`config.mk`:
```
export PLATFORM = sky130hd
export DESIGN_NAME = shared_reg_arbiter
export DESIGN_NICKNAME = d
export VERILOG_FILES = /design/src/rtl/shared_reg_arbiter.sv
export SDC_FILE = /design/constraint.sdc
export NUM_CORES = 1
export LEC_CHECK = 0
export CORE_MARGIN = 5
export CORE_UTILIZATION = 61
export DETAILED_ROUTE_END_ITERATION = 10
export DONT_BUFFER_PORTS = 1
export GPL_ROUTABILITY_DRIVEN = 1
export PLACE_DENSITY = 0.77
export SETUP_SLACK_MARGIN = 0.15
export SLEW_MARGIN = 20
export SYNTH_ARGS = -nofsm -noshare
export SYNTH_HDL_FRONTEND = slang
export SYNTH_SLANG_ARGS = --single-unit
```
`constraint.sdc`:
```
create_clock -name clk -period 1.8 [get_ports clk]
set_input_delay 0 -clock clk [delete_from_list [all_inputs] [get_ports clk]]
set_output_delay 0 -clock clk [all_outputs]
set_load 0.01 [all_outputs]
```
`src/rtl/shared_reg_arbiter.sv`:
```
// Round-robin arbiter and load sequencer for one shared WIDTH-bit enabled register.
// Four requesters use a four-phase req/gnt handshake; each grant loads the register once.
module shared_reg_arbiter #(
    parameter int WIDTH = 8
) (
    input  logic                 clk,
    input  logic                 reset_n,
    input  logic [3:0]           req,
    input  logic [4*WIDTH-1:0]   d_bus,
    output logic [3:0]           gnt,
    output logic [3:0]           ack,
    output logic [WIDTH-1:0]     q,
    output logic [1:0]           owner,
    output logic                 busy,
    output logic [7:0]           load_cnt
);

    typedef enum logic [1:0] {
        S_IDLE = 2'd0,
        S_LOAD = 2'd1,
        S_HOLD = 2'd2
    } state_t;

    state_t             r_state, w_state_nxt;
    logic [1:0]         r_ptr, w_ptr_nxt;
    logic [1:0]         r_owner, w_owner_nxt;
    logic [3:0]         r_gnt, w_gnt_nxt;
    logic [3:0]         r_ack, w_ack_nxt;
    logic [WIDTH-1:0]   r_q, w_q_nxt;
    logic [7:0]         r_cnt, w_cnt_nxt;
    logic [1:0]         w_winner;
    logic [1:0]         w_idx;
    logic               w_found;

    // First requester found scanning upward from r_ptr, wrapping mod 4.
    always_comb begin
        w_winner = r_ptr;
        w_found  = 1'b0;
        w_idx    = r_ptr;
        for (int unsigned k = 0; k < 4; k++) begin
            w_idx = r_ptr + 2'(k);
            if (!w_found && req[w_idx]) begin
                w_found  = 1'b1;
                w_winner = w_idx;
            end
        end
    end

    always_comb begin
        w_state_nxt = r_state;
        w_ptr_nxt   = r_ptr;
        w_owner_nxt = r_owner;
        w_gnt_nxt   = r_gnt;
        w_ack_nxt   = '0;
        w_q_nxt     = r_q;
        w_cnt_nxt   = r_cnt;
        unique case (r_state)
            S_IDLE: begin
                if (w_found) begin
                    w_state_nxt = S_LOAD;
                    w_owner_nxt = w_winner;
                    w_gnt_nxt   = 4'b0001 << w_winner;
                end
            end
            S_LOAD: begin
                // Register enable cycle: load happens even if req[owner] already dropped.
                w_q_nxt     = d_bus[r_owner*WIDTH +: WIDTH];
                w_ack_nxt   = 4'b0001 << r_owner;
                w_cnt_nxt   = r_cnt + 8'd1;
                w_state_nxt = S_HOLD;
            end
            S_HOLD: begin
                if (!req[r_owner]) begin
                    w_state_nxt = S_IDLE;
                    w_gnt_nxt   = '0;
                    w_ptr_nxt   = r_owner + 2'd1;
                end
            end
            default: begin
                w_state_nxt = S_IDLE;
                w_gnt_nxt   = '0;
            end
        endcase
    end

    always_ff @(posedge clk or negedge reset_n) begin
        if (!reset_n) begin
            r_state <= S_IDLE;
            r_ptr   <= '0;
            r_owner <= '0;
            r_gnt   <= '0;
            r_ack   <= '0;
            r_q     <= '0;
            r_cnt   <= '0;
        end else begin
            r_state <= w_state_nxt;
            r_ptr   <= w_ptr_nxt;
            r_owner <= w_owner_nxt;
            r_gnt   <= w_gnt_nxt;
            r_ack   <= w_ack_nxt;
            r_q     <= w_q_nxt;
            r_cnt   <= w_cnt_nxt;
        end
    end

    assign gnt      = r_gnt;
    assign ack      = r_ack;
    assign q        = r_q;
    assign owner    = r_owner;
    assign busy     = (r_state != S_IDLE);
    assign load_cnt = r_cnt;

endmodule

```
==> results of run 1 <==
metrics by stage:
stage / util, % / setup WS, ps / area [um^2] / power [mW]
5_1_grt: 68.7 / 146 / 1670 / 3.13
4_1_cts: 68.3 / 172 / 1660 / 2.91
3_5_place_dp: 64.1 / 194 / 1560 / 2.48
3_3_place_gp: 64.1 / 247 / 1560 / 2.41
2_1_floorplan: - / 166 / 1510 / 2.19
6_report: 68.7 / 165 / 1670 / 2.90
repair_timing:
| item | CTS | global route |
|---|---|---|
| resized for setup | 0 | 2 |
| endpoints found under the setup margin | 0 | 4 |
| hold endpoints to repair | 32 | 0 |
| hold buffers | 3 | 0 |
worst reg2reg max path, stage by stage (launching register included):
cell     delay [ps]
dfrtp_2         400
mux4_2          550
nor3b_4         230
mux2_1          340
registers in the layout (all words and copies together) (netlist names):
register	cells
r_ptr	2
q	8
r_state	2
ack	4
gnt	4
owner	2
load_cnt	8
power breakdown:
part	leakage (nW)	total [mW]	switching [mW]	internal, mW
clock	0.0353	0.412	0.223	0.189
combinational	0.326	1.16	0.524	0.641
sequential	0.374	1.32	0.360	0.965
routing by layer:
metal  vias to the layer above  global-route usage, %  share of wire, %
met1                       473                   22.3                35
met5                         -                      0                 0
met2                        70                   30.1                48
met3                         9                   9.94                16
met4                         0                   8.54               2.0
li1                        431                      -                 -
synthesized netlist by cell type:
cell type  count
o21ai_0        2
and4_4         1
mux4_2         9
xnor2_1        4
or2_1          2
buf_2          3
nand4_1        1
nand2_1        4
nor4_1         1
mux2_1         1
or3_1          1
a31oi_1        1
nand2b_1       3
mux2_2        10
xor2_1         3
nand3b_1       2
a32o_1         2
nor3b_2        1
and4_1         1
a21o_1         2
and3_1         1
a21oi_1        1
a22o_1         2
nor2_1         4
inv_2          1
nand4b_1       1
inv_1          2
nor2b_1        3
dfrtp_1       30
a211o_1        1
clkbuf_1       1
ha_1           5
and2_1         4
nand3_1        1
o21ai_1        1
kinds of logic (layout without fill, tap and decap cells):
| kind of cell | Yosys count | count (layout) | share of synthesized area [%] |
|---|---|---|---|
| and+or+nand+nor | 31 | 31 | 12.7 |
| buffers and inverters | 7 | 18 | 1.99 |
| DFF | 30 | 30 | 49.7 |
| adders and majority gates | 5 | 5 | 4.14 |
| xor gates and xnor gates | 7 | 7 | 4.06 |
| AOI/OAI and AO/OA | 12 | 12 | 5.80 |
| muxes | 20 | 20 | 21.6 |
layout make-up:
type,instances,area share (%)
multi-input combinational,75,44.0
clock buffer,7,3.30
sequential,30,45.0
inverter,3,0.674
tap,30,2.25
clock inverter,1,0.300
timing repair buffer,7,4.42
worst min path at each step:
stage,startpoint,to,cells after the start
6_report,d_bus[6],q[6]$_DFFE_PN0P_,2
5_1_grt,d_bus[4],q[4]$_DFFE_PN0P_,2
4_1_cts,d_bus[6],q[6]$_DFFE_PN0P_,2
3_5_place_dp,reset_n,gnt[1]$_DFFE_PN0P_,0
3_3_place_gp,reset_n,gnt[1]$_DFFE_PN0P_,0
2_1_floorplan,reset_n,ack[0]$_DFF_PN0_,0
==> out/results.ini, run 1 <==
[pwr]
ir_drop_uv = 1140
leakagePower_nw = 0.735
cellPowerDensity_nw_per_um2 = 1740

[timing]
rsz0062_at_grt = yes
tns_ps = 0
hold_ws_ps = 31.4
finalCriticalPeriod_ps = 1630
setup_viol = 0
tightest_slew_ps = 337
slew_headroom_pct = 77.3
fin_worst_skew_ps = 12.9
fin_crit_sh_pct = 90.8
drv_slew = 0
fmax_mhz = 612
hold_viol = 0

[yosys]
synth.top_cells.by_area = dfrtp_1, mux4_2, mux2_2
synth_area_leader_cell = dfrtp_1
synth_top_area_share_pct = 49.7
syn_nets = 155
ys_types = 35
syn_area_per_cell_um2 = 13.5
seq_area_frac_synth_pct = 49.7
synth_cells = 112
ys_seq_elements = 30
synth_area_um2 = 1510
yosys_warnings = 0

[place]
io_buffers = 0
hpwlAfterDp_um = 2360
gp_congestion = 0.766
dpl.cell_count = 142

[clock_network]
clk_pin_slew_worst_paths_ps = 90
cts_sinks = 30
numCtsBuffers = 5
cts_tree = built
clkLatencyLatePin_ps = 330
root_buffer = clkbuf_4
cts.path.max_buffers = 2
cts_setup_buffers = 0
cts_max_level = 2

[worst_setup_path]
crit_path_max_fanout = 3
path_delay_family = multiplexers
path_cells = mux4_2, nor3b_4, mux2_1
cp_slowest_cell = mux4_2
crit_buf_inv = 0
cp_slowest_stage_delay_ps = 550
r2r_setup_slack_ps = 170
rr_worst_depth = 3
crit-reg2reg-launch = owner[0]$_DFFE_PN0P_
cp-start-kind = flip-flop
worst_ep_arrival_time_ps = 1840
cp.depth = 3
crit_start = owner[0]$_DFFE_PN0P_
endpoint_kind = flip-flop
critical_path_class = flip-flop to flip-flop
reg2reg_to = r_ptr[1]$_DFFE_PN0P_
crit_required_ps = 2010
crit_path_end = r_ptr[1]$_DFFE_PN0P_

[floorplan]
die_h_um = 59.8
chipWidth_um = 59.8
core-area_um2 = 2430
start_util_pct = 62.1
ios = 65
dieArea_um2 = 3570
rows = 18

[flow_run]
drv_cap = 0

[global_routing]
track_usage_pct = 19.4
grt_first_pass_wirelength_um = 5040
grt_pass1_vias = 1064
grt_max_degree = 31
grt_antenna_before_repair = 0
grt_overflow = 0

[cells_and_area]
multiInputGateArea_um2 = 736
drive_gt1_share_pct = 28.5
syn_to_final_growth_pct = 10.6
num_antenna_cells = 0
instances_no_fill = 153
seq_area_um2 = 752
layout_commonest_cell = dfrtp_1
layout.nets = 165
final_cell_mix = dfrtp_1, mux2_2, mux4_2
final.fill_count = 176

[route]
drt-initial-drc-count = 47
wl_um = 3020
wl_per_cell_um = 19.7
antenna_left = 0
viasPerCell = 6.42
vias = 983
first_pass_iters = 4
drc = 0

[hold_path]
hp-class = input pin to flip-flop

[outcome]
outcome = finished clean

Note: power is estimated with default switching activity, not from simulation.
==> run 2: changes to the inputs <==
Settings changed: CORE_ASPECT_RATIO set to 0.5, CORE_UTILIZATION 61 to 40, PLACE_DENSITY 0.77 to not set.
==> out/results.ini, run 2 (synthesis gave the netlist of run 1 again) <==
[route]
drt-initial-drc-count = 53  ; +13%
drc = 0  ; unchanged
first_pass_iters = 4  ; unchanged
viasPerCell = 5.37  ; -16%
wl_um = 3110  ; +3.1%
wl_per_cell_um = 18.1  ; -8.2%
antenna_left = 0  ; unchanged
vias = 923  ; -6.1%

[timing]
fin_crit_sh_pct = 88.4  ; -2.4 points
hold_ws_ps = 73.0  ; +41.6 ps
finalCriticalPeriod_ps = 1590  ; -43.4 ps
tns_ps = 0  ; unchanged
fmax_mhz = 628  ; +2.7%
tightest_slew_ps = 408  ; +70.7 ps
fin_worst_skew_ps = 8.55  ; -4.38 ps
rsz0062_at_grt = yes
slew_headroom_pct = 72.6  ; -4.8 points
hold_viol = 0  ; unchanged
drv_slew = 0  ; unchanged
setup_viol = 0  ; unchanged

[flow_run]
drv_cap = 0  ; unchanged

[floorplan]
core-area_um2 = 3530  ; +45%
start_util_pct = 42.8  ; -19 points
chipWidth_um = 96.9  ; +62%
dieArea_um2 = 5180  ; +45%
die_h_um = 53.5  ; -11%
rows = 15  ; -3
ios = 65  ; unchanged

[cells_and_area]
layout_commonest_cell = dfrtp_1
final.fill_count = 330  ; +88%
utilization_pct = 48.5  ; -20 points
syn_to_final_growth_pct = 13.3
num_antenna_cells = 0  ; unchanged
drive_gt1_share_pct = 28.1  ; -0.36 points
final_cell_mix = dfrtp_1, mux2_2, mux4_2
layout.nets = 163  ; -1.2%

[worst_setup_path]
path_cells = mux4_2, nor3b_4, mux2_1
crit_required_ps = 1960  ; -50 ps
r2r_setup_slack_ps = 210  ; +40 ps
cp.depth = 3  ; unchanged
rr_worst_depth = 3  ; unchanged
cp_slowest_stage_delay_ps = 540  ; about the same
worst_ep_arrival_time_ps = 1750  ; -90 ps
crit_path_max_fanout = 3  ; unchanged
cp_slowest_cell = mux4_2
crit_buf_inv = 0  ; unchanged
crit-reg2reg-launch = owner[0]$_DFFE_PN0P_
reg2reg_to = r_ptr[1]$_DFFE_PN0P_
path_delay_family = multiplexers
cp-start-kind = flip-flop
endpoint_kind = flip-flop
critical_path_class = flip-flop to flip-flop

[clock_network]
cts_setup_buffers = 0  ; unchanged
numCtsBuffers = 5  ; unchanged
cts_sinks = 30  ; unchanged
root_buffer = clkbuf_8
cts_tree = built
clk_pin_slew_worst_paths_ps = 70  ; -20 ps
clkLatencyLatePin_ps = 280  ; -50 ps
cts.path.max_buffers = 2  ; unchanged
cts_max_level = 2  ; unchanged

[global_routing]
grt_max_degree = 31  ; unchanged
grt_antenna_before_repair = 0  ; unchanged
grt_overflow = 0  ; unchanged
track_usage_pct = 13.2  ; -6.2 points
grt_pass1_vias = 1007  ; -5.4%
grt_first_pass_wirelength_um = 5090  ; +0.97%

[pwr]
ir_drop_uv = 439  ; -62%
cellPowerDensity_nw_per_um2 = 1750  ; +0.77%
total_power_mw = 2.99  ; +3.2%
leakagePower_nw = 0.738  ; +0.39%

[outcome]
outcome = finished clean

[place]
hpwlAfterDp_um = 2360  ; about the same
gp_congestion = 0.805  ; +5.1%
io_buffers = 0  ; unchanged

[hold_path]
hold_path_end = gnt[0]$_DFFE_PN0P_
min_path_cells = 2  ; unchanged
min_from = req[1]
hp-class = input pin to flip-flop

==> run 2: worst max-delay path by stage <==
stage,from,end
after global routing,owner[0]$_DFFE_PN0P_,q[2]$_DFFE_PN0P_
after detailed placement,owner[0]$_DFFE_PN0P_,r_ptr[1]$_DFFE_PN0P_
after floorplan,owner[0]$_DFFE_PN0P_,r_ptr[1]$_DFFE_PN0P_
final,owner[0]$_DFFE_PN0P_,r_ptr[1]$_DFFE_PN0P_
after CTS,owner[0]$_DFFE_PN0P_,r_ptr[1]$_DFFE_PN0P_
after global placement,owner[0]$_DFFE_PN0P_,r_ptr[1]$_DFFE_PN0P_
==> run 2: cell type report <==
| class | count | area (um^2) | share of cell area (%) |
|---|---|---|---|
| clock buffer | 6 | 72.6 | 4.24 |
| multi-input combinational | 75 | 736 | 43.0 |
| sequential | 30 | 752 | 44.0 |
| clock inverter | 2 | 10.0 | 0.585 |
| inverter | 3 | 11.3 | 0.658 |
| tap | 51 | 63.8 | 3.73 |
| timing repair buffer | 5 | 65.1 | 3.80 |
==> run 2: stage by stage <==
| stage | area, um^2 | std cells | worst slack (ps) |
|---|---|---|---|
| floorplan | 1510 | 112 | 166 |
| global placement | 1590 | 162 | 252 |
| detailed placement | 1590 | 162 | 213 |
| CTS | 1700 | 172 | 196 |
| global route | 1710 | 172 | 134 |
| finish | 1710 | 172 | 208 |
==> run 2: report_power, final <==
part | internal (mW) | leakage, nW | switching, mW | total, mW
Sequential | 0.967 | 0.374 | 0.357 | 1.32
Clock | 0.267 | 0.0450 | 0.246 | 0.513
Combinational | 0.645 | 0.319 | 0.512 | 1.16
==> run 2: timing repair <==
action,4_1_cts,5_1_grt
gates resized for setup,0,1
hold buffers,2,0
endpoints found under the setup margin,0,2
endpoints found under the hold margin,30,0
==> run 2: layer usage <==
layer / track usage [%] / vias to the layer above / wire length [um]
li1: - / 425 / -
met1: 15.5 / 469 / 1320
met2: 20.5 / 24 / 1550
met3: 6.18 / 5 / 199
met4: 6.29 / 0 / 50
met5: 0 / - / 0
==> run 3: changes to the inputs <==
Settings changed: CORE_UTILIZATION 40 to 55, PLACE_DENSITY set to 0.7.
==> out/results.ini, run 3 (synthesis gave the netlist of run 1 again) <==
[worst_setup_path]
rr_worst_depth = 3  ; unchanged
crit_required_ps = 1960  ; about the same
path_delay_family = multiplexers
r2r_setup_slack_ps = 220  ; +20 ps
crit-reg2reg-launch = owner[0]$_DFFE_PN0P_
cp_slowest_stage_delay_ps = 540  ; about the same
endpoint_kind = flip-flop
path_cells = mux4_2, nor3b_4, mux2_1
crit_buf_inv = 0  ; unchanged
worst_ep_arrival_time_ps = 1740  ; about the same
cp_slowest_cell = mux4_2
critical_path_class = flip-flop to flip-flop
cp.depth = 3  ; unchanged
cp-start-kind = flip-flop
crit_start = owner[0]$_DFFE_PN0P_
crit_path_max_fanout = 3  ; unchanged

[hold_path]
min_from = req[1]
min_path_cells = 2  ; unchanged
hp-class = input pin to flip-flop

[route]
antenna_left = 0  ; unchanged
first_pass_iters = 4  ; unchanged
wl_um = 3050  ; -2.2%
drc = 0  ; unchanged
viasPerCell = 5.82  ; +8.4%
vias = 919  ; -0.43%
wl_per_cell_um = 19.3  ; +6.5%
drt-initial-drc-count = 50  ; -5.7%

[global_routing]
met1_usage_pct = 17.1  ; +1.6 points
grt_pass1_vias = 1000  ; -0.70%
grt_overflow = 0  ; unchanged
track_usage_pct = 16.7  ; +3.5 points
grt_max_degree = 31  ; unchanged
gr-max-usage-layer = met2
met2_usage_pct = 29.0  ; +8.4 points
grt_antenna_before_repair = 0  ; unchanged
grt_use_met3_pct = 9.28  ; +3.1 points
grt_first_pass_wirelength_um = 4790  ; -6.0%

[clock_network]
numCtsBuffers = 5  ; unchanged
cts_tree = built
root_buffer = clkbuf_8
cts_sinks = 30  ; unchanged
cts_max_level = 2  ; unchanged
clk_pin_slew_worst_paths_ps = 60  ; about the same
cts.path.max_buffers = 2  ; unchanged
clkLatencyLatePin_ps = 280  ; about the same

[cells_and_area]
layout_commonest_cell = dfrtp_1
instances_no_fill = 158  ; -8.1%
stdcell_area_um2 = 1690  ; -1.2%
drive_gt1_share_pct = 28.1  ; unchanged
syn_to_final_growth_pct = 11.8
num_antenna_cells = 0  ; unchanged
layout.nets = 163  ; unchanged
final.fill_count = 200  ; -39%
final_cell_mix = dfrtp_1, mux2_2, mux4_2

[pwr]
ir_drop_uv = 878  ; +100%
combPwrFrac_pct = 37.5  ; -1.1 points
netSwitchingPower_mw = 1.10  ; -0.97%
p_int_mw = 1.90  ; +0.81%
p_clk_share_pct = 18.3  ; +1.2 points
cellPowerDensity_nw_per_um2 = 1780  ; +1.4%
leakagePower_nw = 0.738  ; about the same
seq_power_share_pct = 44.3  ; about the same
netSwitchingFraction_pct = 36.8  ; -0.42 points

[floorplan]
dieArea_um2 = 3960  ; -24%
core-area_um2 = 2600  ; -26%
ios = 65  ; unchanged
chipWidth_um = 84.1  ; -13%
rows = 13  ; -2
die_h_um = 47.1  ; -12%
start_util_pct = 58.0  ; +15 points

[place]
dpl.cell_count = 148  ; -8.6%
place_area_um2 = 1560  ; -1.9%
gp_congestion = 0.730  ; -9.3%
io_buffers = 0  ; unchanged
hpwlAfterDp_um = 2360  ; about the same

[outcome]
outcome = finished clean

[timing]
setup_viol = 0  ; unchanged
finalCriticalPeriod_ps = 1580  ; -15.4 ps
tns_ps = 0  ; unchanged
fin_worst_skew_ps = 1.53  ; -7.02 ps
fmax_mhz = 634  ; +0.97%
slew_headroom_pct = 77.5  ; +5.0 points
rsz0062_at_grt = no
fin_crit_sh_pct = 87.6  ; -0.85 points
hold_ws_ps = 78.8  ; +5.87 ps
tightest_slew_ps = 334  ; -74.2 ps
drv_slew = 0  ; unchanged
hold_viol = 0  ; unchanged

[flow_run]
drv_cap = 0  ; unchanged

[run 3: cell types whose count changed in the layout (fill, tap and decap cells not counted)]
cell,change
buf_12,-1
buf_4,+1
clkbuf_8,+1
clkinv_2,-1
[run 3: per-stage QoR]
stage | total power, mW | utilization (%) | worst slack [ps]
6_report | 3.00 | 64.9 | 224
5_1_grt | 3.24 | 64.9 | 153
4_1_cts | 3.03 | 64.7 | 209
3_5_place_dp | 2.44 | 60.0 | 221
3_3_place_gp | 2.36 | 60.0 | 257
2_1_floorplan | 2.19 | - | 166
[run 3: power groups by stage]
| stage | clock network [mW] | logic [mW] | registers (mW) |
|---|---|---|---|
| final | 0.547 | 1.12 | 1.33 |
| after global routing | 0.608 | 1.25 | 1.38 |
| after CTS | 0.568 | 1.13 | 1.33 |
| after detailed placement | 0 | 1.10 | 1.34 |
| after global placement | 0 | 1.04 | 1.33 |
| after floorplan | 0 | 0.897 | 1.29 |
[run 3: path summary, 6_finish.rpt]
kind                                           end
setup / recovery              r_ptr[1]$_DFFE_PN0P_
hold / removal                  gnt[0]$_DFFE_PN0P_
setup reg to reg              r_ptr[1]$_DFFE_PN0P_
hold reg to reg            load_cnt[7]$_DFFE_PN0P_
max in group asynchronous     owner[0]$_DFFE_PN0P_
min in group asynchronous         ack[3]$_DFF_PN0_
[run 3: what timing repair did]
action,in CTS,in global routing
gates resized for setup,0,1
buffers inserted,0,0
endpoints found under the setup margin,0,1
hold buffers,2,0
hold endpoints to repair,30,0
[run 3: cell type report]
class	instances	area [um^2]	area share [%]
flip-flops and latches	30	752	44.5
clock inverters	1	5.00	0.296
clock buffers	7	86.3	5.11
repair buffers	5	52.6	3.11
well taps	37	46.3	2.74
inverters	3	11.3	0.667
multi-input cells	75	736	43.6
[run 3: metal layers]
metal  vias to the layer above  wire length [um]  share of wire (%)
met5                         -                 0                  0
met4                         0                39                1.3
met3                         5               290                9.5
met2                        34              1640                 54
met1                       455              1080                 35
li1                        425                 -                  -
[run 3: worst reg2reg max path, stage by stage (launching register included)]
cell     delay (ps)
dfrtp_2         370
mux4_2          540
nor3b_4         230
mux2_1          330
